**src/rtl/multi_wave_generator_if.sv**
```systemverilog
// ---------------------------------------------------------------------------
// multi_wave_generator_if
//
// Configuration handshake bundle for multi_wave_generator.
//
// Signals:
//   cfg_valid  master -> slave  a new configuration is offered
//   cfg_ready  slave  -> master the generator can take a configuration
//   cfg_mode   master -> slave  waveform select (0 sine, 1 cosine, 2 full-rect,
//                               3 half-rect, 4 square, 5..7 reserved)
//   cfg_shift  master -> slave  frequency shift (0..1 are clamped to 2)
//
// Modports:
//   master  the configuration source (e.g. register block or testbench)
//   slave   the generator
// ---------------------------------------------------------------------------
interface multi_wave_generator_if;
   logic       cfg_valid;
   logic       cfg_ready;
   logic [2:0] cfg_mode;
   logic [3:0] cfg_shift;

   modport master (
      output cfg_valid,
      output cfg_mode,
      output cfg_shift,
      input  cfg_ready
   );

   modport slave (
      input  cfg_valid,
      input  cfg_mode,
      input  cfg_shift,
      output cfg_ready
   );
endinterface

```
**src/rtl/multi_wave_generator.sv**
```systemverilog
// ---------------------------------------------------------------------------
// multi_wave_generator
//
// Coupled sine/cosine oscillator with a programmable frequency shift and one
// runtime-selectable output waveform. The oscillator advances one step per
// cycle with en=1:
//     s' = s + (c >>> k)
//     c' = c - (s' >>> k)      (uses the freshly updated s')
// which is an area-preserving shear, so the orbit stays bounded and its
// angular step is roughly 2^-k radians.
//
// New mode/shift settings are taken through a valid/ready handshake into a
// single pending slot and only become active on the step that produces a
// positive-going zero crossing of the sine, so the selected waveform never
// changes shape part-way through a cycle.
//
// Ports:
//   clk           clock, all state updates on the rising edge
//   rst           synchronous active-high reset
//   en            advance the oscillator by one step this cycle
//   cfg           configuration handshake (slave side)
//   wave_out      selected waveform, unsigned, OUT_WIDTH bits
//   sin_out       signed sine state
//   cos_out       signed cosine state
//   zero_cross    one-cycle pulse when the sine goes negative -> non-negative
//   period_count  enabled steps in the last completed period (saturating)
// ---------------------------------------------------------------------------
module multi_wave_generator #(
   parameter int WIDTH       = 16,
   parameter int OUT_WIDTH   = 8,
   parameter int COS_INIT    = 30000,
   parameter int RESET_SHIFT = 6
) (
   input  logic                        clk,
   input  logic                        rst,
   input  logic                        en,
   multi_wave_generator_if.slave       cfg,
   output logic [OUT_WIDTH-1:0]        wave_out,
   output logic signed [WIDTH-1:0]     sin_out,
   output logic signed [WIDTH-1:0]     cos_out,
   output logic                        zero_cross,
   output logic [15:0]                 period_count
);

   // ------------------------------------------------------------------------
   // Waveform selection codes
   // ------------------------------------------------------------------------
   typedef enum logic [2:0] {
      MODE_SINE   = 3'd0,
      MODE_COS    = 3'd1,
      MODE_FULL   = 3'd2,
      MODE_HALF   = 3'd3,
      MODE_SQUARE = 3'd4
   } mode_t;

   localparam logic signed [WIDTH-1:0] COS_INIT_S = WIDTH'(COS_INIT);
   localparam logic signed [WIDTH-1:0] MOST_NEG   = {1'b1, {(WIDTH-1){1'b0}}};
   localparam logic signed [WIDTH-1:0] MAX_POS    = {1'b0, {(WIDTH-1){1'b1}}};
   localparam logic [OUT_WIDTH-1:0]    MID        = {1'b1, {(OUT_WIDTH-1){1'b0}}};
   localparam logic [3:0]              SHIFT_RST  = 4'(RESET_SHIFT);
   localparam logic [3:0]              SHIFT_MIN  = 4'd2;
   localparam int                      DROP_BITS  = WIDTH - OUT_WIDTH;

   // ------------------------------------------------------------------------
   // State
   // ------------------------------------------------------------------------
   logic signed [WIDTH-1:0] sin_reg;
   logic signed [WIDTH-1:0] cos_reg;
   logic [OUT_WIDTH-1:0]    wave_reg;
   logic                    zero_cross_reg;
   logic [15:0]             period_reg;
   logic [15:0]             count_reg;

   mode_t                   mode_active_reg;
   logic [3:0]              shift_active_reg;

   logic                    pend_valid_reg;
   mode_t                   pend_mode_reg;
   logic [3:0]              pend_shift_reg;

   // ------------------------------------------------------------------------
   // Next-step oscillator values
   // ------------------------------------------------------------------------
   logic signed [WIDTH-1:0] sin_next;
   logic signed [WIDTH-1:0] cos_next;
   logic                    crossing;

   always_comb begin
      sin_next = sin_reg + (cos_reg >>> shift_active_reg);
      cos_next = cos_reg - (sin_next >>> shift_active_reg);
      // Sign bit falling from 1 to 0 marks a negative -> non-negative step.
      crossing = sin_reg[WIDTH-1] & ~sin_next[WIDTH-1];
   end

   // ------------------------------------------------------------------------
   // Waveform shaping from the post-step values, so wave_out is registered
   // on the same edge as sin_out/cos_out and always agrees with them.
   // ------------------------------------------------------------------------
   logic signed [WIDTH-1:0] abs_sin;
   logic [OUT_WIDTH-1:0]    top_sin;
   logic [OUT_WIDTH-1:0]    top_cos;
   logic [OUT_WIDTH-1:0]    top_abs;
   logic [OUT_WIDTH-1:0]    square_bits;
   logic [OUT_WIDTH-1:0]    wave_next;

   always_comb begin
      // Negating the most negative value would wrap back to itself, so it is
      // pinned to the largest positive value instead.
      if (!sin_next[WIDTH-1]) begin
         abs_sin = sin_next;
      end else if (sin_next == MOST_NEG) begin
         abs_sin = MAX_POS;
      end else begin
         abs_sin = -sin_next;
      end

      top_sin = OUT_WIDTH'(sin_next >>> DROP_BITS);
      top_cos = OUT_WIDTH'(cos_next >>> DROP_BITS);
      top_abs = OUT_WIDTH'(abs_sin  >>> DROP_BITS);
   end

   // Square wave: every output bit follows the inverted sign of the sine.
   for (genvar gi = 0; gi < OUT_WIDTH; gi++) begin : g_square
      assign square_bits[gi] = ~sin_next[WIDTH-1];
   end

   always_comb begin
      wave_next = MID;
      case (mode_active_reg)
         // Flipping the MSB of a two's complement value adds the midpoint,
         // giving an offset-binary, monotonic 0..2M-1 code.
         MODE_SINE:   wave_next = top_sin ^ MID;
         MODE_COS:    wave_next = top_cos ^ MID;
         MODE_FULL:   wave_next = top_abs;
         MODE_HALF:   wave_next = sin_next[WIDTH-1] ? '0 : top_sin;
         MODE_SQUARE: wave_next = square_bits;
         default:     wave_next = MID;
      endcase
   end

   // ------------------------------------------------------------------------
   // Period counter helper: saturates instead of wrapping so that a stalled
   // or extremely slow oscillator reads as "at least 65535 steps".
   // ------------------------------------------------------------------------
   logic [15:0] count_inc;

   always_comb begin
      count_inc = (count_reg == 16'hFFFF) ? count_reg : count_reg + 16'd1;
   end

   // ------------------------------------------------------------------------
   // Configuration handshake
   // ------------------------------------------------------------------------
   logic       cfg_ready_int;
   logic       accept;
   logic       apply;
   logic [3:0] shift_clamped;

   always_comb begin
      // Only one pending slot; ready re-opens the cycle after it is applied.
      cfg_ready_int = ~pend_valid_reg & ~rst;
      accept        = cfg.cfg_valid & cfg_ready_int;
      // Shifts below 2 would make the recurrence step too coarse to stay a
      // well-behaved oscillator, so they are raised to 2.
      shift_clamped = (cfg.cfg_shift < SHIFT_MIN) ? SHIFT_MIN : cfg.cfg_shift;
      // Settings change only on the step that produces a crossing.
      apply         = en & crossing & pend_valid_reg;
   end

   assign cfg.cfg_ready = cfg_ready_int;

   // ------------------------------------------------------------------------
   // Sequential update
   // ------------------------------------------------------------------------
   always_ff @(posedge clk) begin
      if (rst) begin
         sin_reg          <= '0;
         cos_reg          <= COS_INIT_S;
         wave_reg         <= MID;
         zero_cross_reg   <= 1'b0;
         period_reg       <= '0;
         count_reg        <= '0;
         mode_active_reg  <= MODE_SINE;
         shift_active_reg <= SHIFT_RST;
         pend_valid_reg   <= 1'b0;
         pend_mode_reg    <= MODE_SINE;
         pend_shift_reg   <= '0;
      end else begin
         if (en) begin
            sin_reg        <= sin_next;
            cos_reg        <= cos_next;
            // wave uses the mode active before this edge, even on an apply
            // edge; the new mode shows up from the following step.
            wave_reg       <= wave_next;
            zero_cross_reg <= crossing;
            if (crossing) begin
               // This step itself belongs to the period that just closed.
               period_reg <= count_inc;
               count_reg  <= '0;
            end else begin
               count_reg  <= count_inc;
            end
         end else begin
            zero_cross_reg <= 1'b0;
         end

         // accept and apply are mutually exclusive: accept needs an empty
         // slot, apply needs a full one.
         if (apply) begin
            mode_active_reg  <= pend_mode_reg;
            shift_active_reg <= pend_shift_reg;
            pend_valid_reg   <= 1'b0;
         end else if (accept) begin
            pend_valid_reg   <= 1'b1;
            pend_mode_reg    <= mode_t'(cfg.cfg_mode);
            pend_shift_reg   <= shift_clamped;
         end
      end
   end

   // ------------------------------------------------------------------------
   // Outputs
   // ------------------------------------------------------------------------
   assign sin_out      = sin_reg;
   assign cos_out      = cos_reg;
   assign wave_out     = wave_reg;
   assign zero_cross   = zero_cross_reg;
   assign period_count = period_reg;

endmodule

```
**src/flat_wrapper.sv**
```systemverilog
// flat-port wrapper written by rule: the top's interface ports become plain ports
module multi_wave_generator_flat 
#(
   parameter int WIDTH       = 16,
   parameter int OUT_WIDTH   = 8,
   parameter int COS_INIT    = 30000,
   parameter int RESET_SHIFT = 6
)
  (clk, rst, en, wave_out, sin_out, cos_out, zero_cross, period_count, cfg_cfg_valid, cfg_cfg_mode, cfg_cfg_shift, cfg_cfg_ready);
  multi_wave_generator_if cfg_i ();
  input  logic clk;
  input  logic rst;
  input  logic en;
  output logic [OUT_WIDTH-1:0] wave_out;
  output logic signed [WIDTH-1:0] sin_out;
  output logic signed [WIDTH-1:0] cos_out;
  output logic zero_cross;
  output logic [15:0] period_count;
  input wire logic [$bits(cfg_i.cfg_valid)-1:0] cfg_cfg_valid;
  input wire logic [$bits(cfg_i.cfg_mode)-1:0] cfg_cfg_mode;
  input wire logic [$bits(cfg_i.cfg_shift)-1:0] cfg_cfg_shift;
  output wire logic [$bits(cfg_i.cfg_ready)-1:0] cfg_cfg_ready;
  assign cfg_i.cfg_valid = cfg_cfg_valid;
  assign cfg_i.cfg_mode = cfg_cfg_mode;
  assign cfg_i.cfg_shift = cfg_cfg_shift;
  assign cfg_cfg_ready = cfg_i.cfg_ready;
  multi_wave_generator #(.WIDTH(WIDTH), .OUT_WIDTH(OUT_WIDTH), .COS_INIT(COS_INIT), .RESET_SHIFT(RESET_SHIFT)) u_core (.clk(clk), .rst(rst), .en(en), .cfg(cfg_i), .wave_out(wave_out), .sin_out(sin_out), .cos_out(cos_out), .zero_cross(zero_cross), .period_count(period_count));
endmodule
```
**config.mk**
```make
export PLATFORM = sky130hd
export DESIGN_NAME = multi_wave_generator_flat
export DESIGN_NICKNAME = d
export VERILOG_FILES = /design/src/rtl/multi_wave_generator_if.sv /design/src/rtl/multi_wave_generator.sv /design/src/flat_wrapper.sv
export SDC_FILE = /design/constraint.sdc
export NUM_CORES = 1
export LEC_CHECK = 0
export ABC_AREA = 1
export ABC_CLOCK_PERIOD_IN_PS = 6400
export CORE_MARGIN = 1.5
export CORE_UTILIZATION = 58
export CTS_CLUSTER_SIZE = 25
export DETAILED_ROUTE_END_ITERATION = 12
export GPL_TIMING_DRIVEN = 0
export PLACE_DENSITY = 0.9
export SLEW_MARGIN = 25
export SYNTH_ARGS = -nofsm -noshare
export SYNTH_HDL_FRONTEND = slang
export SYNTH_SLANG_ARGS = --single-unit
```
**constraint.sdc**
```tcl
create_clock -name clk -period 6.4 [get_ports clk]
set_input_delay 1.28 -clock clk [delete_from_list [all_inputs] [get_ports clk]]
set_output_delay 1.28 -clock clk [all_outputs]
set_load 0.03 [all_outputs]
```
==> out/metrics.cfg, run 1 <==
[critical_path]
crit_end=u_core.wave_out[2]
rr_worst_depth=41
crit_start=u_core.shift_active_reg[0]
r2r-end=u_core.wave_out[2]
ff2ff_setup_slack_ns=0.31
cp_slowest_cell=fa_1
r2r-start=u_core.shift_active_reg[0]
slowest_delay_ns=0.41
crit_fanout=10
critPathRequiredTime_ns=6.61
path_common_cell=nand2_1
cp_data_arrival_time_ns=6.31
path_class=flip-flop to flip-flop
cp-start-kind=flip-flop
end_kind=flip-flop

[grt]
grt_antenna_before_repair=0
grt_max_degree=17
grt_pass1_vias=7012
grt-ovfl-total=0
grt_util_all_layers_pct=35.3
grt_pass1_wl_mm=35.1

[clock_tree]
numCtsBuffers=9
cts_root_buf=clkbuf_16
clock_path_buffers=2
cts_max_level=3
clock_sinks=88
cts_tree=built
clkLatencyLatePin_ns=0.36
clkTransAtPathRegs_ns=0.07

[final_layout]
drive_gt1_share_pct=7.19
area_growth_pct=18.5
diodes=0
layout.nets=1221
layout.cells.non_filler=1325

[sta]
max_slew_margin_pct=31.2
fin_skew_ns=0.0123
fmax_mhz=164
post-route-period-util_pct=95.2
drv_slew=0
finalHoldViolations=0
setup_viol=0
hold_ws_ns=0.468
worstMarginPinSlew_ns=1.02
fin_crit_ns=6.09

[floorplan]
die_w_um=111
dieArea_mm2=0.0123
core_mm2=0.0114
row_count=39
io_pins=69
die_y_um=111
start_util_pct=59.3

[synthesis]
syn_area_per_cell_um2=6.14
post-synth-top-count-cell=nand2_1
synthDistinctLibCells=48
seq_area_frac_synth_pct=26.1
ys.flop_type=dfxtp_1
yosys-top-cells-area=dfxtp_1 26%, nand2_1 18%, o21ai_0 9.0%, inv_1 6.9%, a21oi_1 6.5%
synth_top_area_share_pct=26.1
yosysWarnings=0
synth_edf_count=0
synth.net_count=1141
yosysTopAreaCell=dfxtp_1
netlist_area_mm2=0.00674
ys_ff_latch=88
netlist_top_cells_count=329 x nand2_1, 123 x inv_1, 121 x o21ai_0, 88 x dfxtp_1, 87 x a21oi_1
synth-async-reset-ratio_pct=0
synth_cells=1097

[pwr]
seqPwrFrac_pct=17.6
p_sw_mw=2.27
power_frac_clock_pct=14.0
p_comb_share_pct=68.4
p_leak_nw=3.68
sw_frac_of_total_pct=52.9
peakVddDrop_v=0.000427
p_int_mw=2.02
power_density_mw_per_mm2=538

[job]
drv_cap=0

[place]
io_buffers=66
gp_congestion=0.994
dp_hpwl_mm=16.7
place_inst=1306

[detailed_routing]
vias=7669
via_per_inst=5.79
firstDrtPassIters=6
wirelength_mm=21.8
ant_nets=0
wire_per_inst_um=16.5
dr.first_iter.drc_count=758
remaining_drc_errors=0

[status]
outcome=complete, no violations

[min_path]
hold_path.class=flip-flop to flip-flop

critical path: cells and delay by family (launching register included):
family | cells | cell delay [ns]
AOI/OAI and AO/OA | 11 | 1.79
adders and majority gates | 4 | 1.22
buffers and inverters | 6 | 0.70
DFF | 1 | 0.40
and+or+nand+nor | 20 | 1.82
metal layers:
metal,track usage [%],part of all wire [%]
met1,46.3,44
met2,58.7,46
met3,4.65,7.1
met4,14.6,3.2
met5,0,0
cell families (layout without fill, tap and decap cells):
kind of cell	Yosys count	in the layout	share of synthesized area, %
mux	7	7	1.04
fa+ha+maj	33	33	6.35
buf+inv	180	265	10.6
simple gates	507	507	31.9
compound gates	258	258	20.9
flops	88	88	26.1
xor+xnor	24	24	3.12
cells in the final DEF (no fill, tap or decap), types with 3 or more instances in the layout:
cell type and instances:
clkbuf_16 9, o21ai_0 115, a2bb2oi_1 5, nand4_1 9, inv_2 7, xnor2_1 7
nor3_1 9, clkdlybuf4s50_1 66, nor2_1 62, xor2_1 17, ha_1 29, inv_1 122
nor2_4 3, buf_6 3, buf_2 3, nand3_1 68, o211ai_1 18, clkbuf_2 9
nand2_2 9, nand2_1 328, buf_4 8, o21ai_1 13, nor2_2 3, or2_2 3
clkbuf_1 24, a31oi_1 6, nand3_2 5, buf_1 3, a21oi_1 86, mux2i_1 7
dfxtp_1 86
power by group through the flow:
stage / sequential (mW) / combinational (mW) / clock (mW)
floorplan: 0.897 / 1.91 / 0
CTS: 0.749 / 2.84 / 0.600
detailed placement: 0.760 / 2.81 / 0
global placement: 0.758 / 2.76 / 0
global route: 0.766 / 3.26 / 0.621
finish: 0.755 / 2.93 / 0.602
stage by stage:
stage / TNS (ns) / power (mW) / utilization [%] / setup slack, ns / instance area [um^2]
after floorplan: 0 / 2.81 / - / 1.11 / 6740
after global placement: -0.844 / 3.52 / 66.6 / -0.335 / 7580
after detailed placement: -1.07 / 3.57 / 66.6 / -0.394 / 7580
after CTS: 0 / 4.19 / 69.5 / 0.0880 / 7910
after global routing: -0.0309 / 4.64 / 70.2 / -0.0268 / 7980
final: 0 / 4.29 / 70.2 / 0.306 / 7980
cell type report:
| cell class | instances | area, um^2 |
|---|---|---|
| inverters | 131 | 498 |
| repair buffers | 70 | 691 |
| clock buffers | 9 | 225 |
| flip-flops and latches | 88 | 1770 |
| fillers | 1001 | 3390 |
| multi-input cells | 829 | 4280 |
| well taps | 143 | 179 |
| plain buffers | 48 | 240 |
| clock inverters | 7 | 101 |
worst min path at each step:
stage / start / to / slack [ns] / cells past startpoint
finish: u_core.period_count[7] / u_core.period_count[7] / 0.47 / 2
global route: u_core.period_count[3] / u_core.period_count[3] / 0.48 / 2
CTS: u_core.period_count[3] / u_core.period_count[3] / 0.47 / 2
detailed placement: u_core.period_count[11] / u_core.period_count[11] / 0.46 / 2
global placement: u_core.wave_out[6] / u_core.wave_out[6] / 0.45 / 2
floorplan: u_core.pend_shift_reg[1] / u_core.shift_active_reg[1] / 0.44 / 2
what timing repair did:
action | 4_1_cts | 5_1_grt
gates cloned | 0 | 0
gates resized for setup | 6 | 39
endpoints found under the setup margin | 7 | 10
hold buffers | 0 | 0
pin swaps | 0 | 2
setup buffers | 0 | 4
Note: power is estimated with default switching activity, not from simulation.
==> run 2: changes to the inputs <==
--- a/config.mk
+++ b/config.mk
@@ -9,6 +9,7 @@
 export ABC_CLOCK_PERIOD_IN_PS = 6400
 export CORE_MARGIN = 1.5
 export CORE_UTILIZATION = 58
+export CTS_CLUSTER_DIAMETER = 150
 export CTS_CLUSTER_SIZE = 25
 export DETAILED_ROUTE_END_ITERATION = 12
 export GPL_TIMING_DRIVEN = 0
==> results of run 2 <==
Final layout, timing and power as in run 1 (identical DEF).
==> run 3: changes to the inputs <==
--- a/config.mk
+++ b/config.mk
@@ -13,7 +13,7 @@
 export CTS_CLUSTER_SIZE = 25
 export DETAILED_ROUTE_END_ITERATION = 12
 export GPL_TIMING_DRIVEN = 0
-export PLACE_DENSITY = 0.9
+export PLACE_DENSITY = 0.81
 export SLEW_MARGIN = 25
 export SYNTH_ARGS = -nofsm -noshare
 export SYNTH_HDL_FRONTEND = slang
==> run 3 against run 2 <==
Routed wire length rose by 0.88%. Combinational power rose by 1%. Clock power fell by 15%. Largest power group unchanged. Utilization fell by 0.31 points. Sequential power fell by 2%. Via count fell by 0.34%. First-iteration DRC count fell by 17%. Largest cell class unchanged. Highest routed layer unchanged. Clock-buffer cell count rose by 2. Maximum frequency rose by 0.12%. Flip-flop and latch count did not move.
==> out/metrics.cfg, run 3 (synthesis gave the netlist of run 1 again) <==
[status]
outcome=complete, no violations

[floorplan]
row_count=39  ; unchanged
die_y_um=111  ; unchanged
io_pins=69  ; unchanged
start_util_pct=59.3  ; unchanged
die_w_um=111  ; unchanged
core_mm2=0.0114  ; unchanged
dieArea_mm2=0.0123  ; unchanged

[clock_tree]
numCtsBuffers=9  ; unchanged
cts_max_level=3  ; unchanged
cts_tree=built
clkLatencyLatePin_ns=0.36  ; about the same
clock_sinks=88  ; unchanged
clock_path_buffers=2  ; unchanged
holdBufCountCts=0  ; unchanged
cts_root_buf=clkbuf_16
clkTransAtPathRegs_ns=0.07  ; about the same

[critical_path]
ff2ff_setup_slack_ns=0.31  ; about the same
rr_worst_depth=41  ; unchanged
crit_fanout=10  ; unchanged
path_common_cell=nand2_1
r2r-end=u_core.wave_out[2]
end_kind=flip-flop
cp-start-kind=flip-flop
r2r-start=u_core.shift_active_reg[0]
critPathRequiredTime_ns=6.62  ; about the same
slowest_delay_ns=0.41  ; about the same
cp_data_arrival_time_ns=6.30  ; about the same
path_class=flip-flop to flip-flop
crit_cells=41  ; unchanged
crit_buf_inv=5  ; -1
cp_slowest_cell=fa_1
path_delay_family=simple AND/OR/NAND/NOR gates

[place]
pre_cts_ws_ns=-0.648  ; -0.253 ns
io_buffers=66  ; unchanged
place_inst=1306  ; unchanged
placed_cell_area_mm2=0.00758  ; unchanged
gp_congestion=0.995  ; +0.16%
dp_hpwl_mm=17.1  ; +2.2%

[grt]
grtUsageMet2_pct=57.4  ; -1.3 points
grt_pass1_wl_mm=35.1  ; about the same
grt_util_all_layers_pct=35.8  ; +0.50 points
grt_use_met1_pct=48.4  ; +2.1 points
grt-ovfl-total=0  ; unchanged
grt_max_degree=15  ; -2
grt_pass1_vias=6841  ; -2.4%
grt_antenna_before_repair=0  ; unchanged
top_usage_layer=met2
grt_use_met3_pct=5.69  ; +1.0 points

[sta]
setup-tns-final_ns=0  ; unchanged
finalHoldViolations=0  ; unchanged
post-route-period-util_pct=95.1  ; -0.11 points
max_slew_margin_pct=26.8  ; -4.4 points
setup_viol=0  ; unchanged
fin_skew_ns=0.00801  ; -0.00433 ns
worstMarginPinSlew_ns=1.09  ; +0.0648 ns
rsz0062_at_grt=false
layout_setup_ws_ns=0.314  ; +0.00733 ns
fin_crit_ns=6.09  ; -0.00733 ns
fmax_mhz=164  ; +0.12%
drv_slew=0  ; unchanged

[final_layout]
drive_gt1_share_pct=6.94  ; -0.25 points
fillers=1065  ; +6.4%
diodes=0  ; unchanged
layout.nets=1221  ; unchanged
final_common_cell=nand2_1
layout.cells.non_filler=1324  ; -0.075%
multi_input_area_mm2=0.00430  ; +0.32%
final_area_mm2=0.00795  ; -0.44%
layout.area.seq_mm2=0.00177  ; unchanged
final_cell_mix=328 x nand2_1, 123 x inv_1, 113 x o21ai_0, 87 x a21oi_1, 86 x dfxtp_1
area_growth_pct=18.0

[min_path]
hold_path.class=flip-flop to flip-flop
worstHoldStart=u_core.wave_out[1]
holdPathStages=2  ; unchanged
min_to=u_core.wave_out[1]

[detailed_routing]
dr.first_iter.drc_count=629  ; -17%
ant_nets=0  ; unchanged
remaining_drc_errors=0  ; unchanged
firstDrtPassIters=5  ; -1
vias=7643  ; -0.34%
wirelength_mm=22.0  ; +0.88%
via_per_inst=5.77  ; -0.26%
wire_per_inst_um=16.6  ; +0.96%

[pwr]
peakVddDrop_v=0.000461  ; +8.0%
power_mw=4.22  ; -1.6%
p_leak_nw=3.65  ; -0.62%
power_density_mw_per_mm2=531  ; -1.2%

[job]
drv_cap=0  ; unchanged

## run 3: worst max path at each step
stage | from | end | slack, ns
final | u_core.shift_active_reg[0] | u_core.wave_out[2] | 0.31
after global routing | u_core.shift_active_reg[0] | u_core.wave_out[2] | 0.01
after CTS | u_core.shift_active_reg[1] | u_core.wave_out[2] | 0.01
after detailed placement | u_core.shift_active_reg[0] | u_core.wave_out[2] | -0.65
after global placement | u_core.shift_active_reg[0] | u_core.wave_out[2] | -0.57
after floorplan | u_core.shift_active_reg[0] | u_core.wave_out[2] | 1.11
## run 3: layout make-up
| class | count | share of cell area (%) |
|---|---|---|
| multi-input combinational | 829 | 54.0 |
| sequential | 88 | 22.2 |
| clock inverter | 4 | 0.362 |
| inverter | 131 | 6.27 |
| clock buffer | 11 | 3.05 |
| timing repair buffer | 70 | 8.69 |
| buffer | 48 | 3.10 |
| tap | 143 | 2.25 |
## run 3: routing by layer
metal  share of wire [%]  vias to the layer above  wire length, um
li1                    -                     3776                -
met1                  45                     3524             9920
met2                  45                      294             9890
met3                 6.9                       49             1520
met4                 3.2                        0              698
met5                   0                        -                0
## run 3: worst register-to-register path, delay by kind of cell (launching register included)
family,cells,cell delay [ns]
simple gates,20,1.88
compound gates,12,1.85
buf+inv,5,0.59
flops,1,0.38
fa+ha+maj,4,1.24
## run 3: report_power, final
part / total, mW / switching, mW / internal (mW)
clock: 0.511 / 0.238 / 0.273
sequential: 0.742 / 0.0976 / 0.644
combinational: 2.97 / 1.93 / 1.04
## run 3: through the flow
| step | utilization, % | hold WS, ns |
|---|---|---|
| 4_1_cts | 69.2 | 0.467 |
| 3_5_place_dp | 66.6 | 0.458 |
| 2_1_floorplan | - | 0.443 |
| 3_3_place_gp | 66.6 | 0.454 |
| 5_1_grt | 69.9 | 0.489 |
| 6_report | 69.9 | 0.465 |
## run 3: repair_timing
item / 4_1_cts / 5_1_grt
gates resized for setup: 13 / 32
setup buffers: 0 / 4
setup endpoints to repair: 12 / 12
pin swaps: 0 / 2
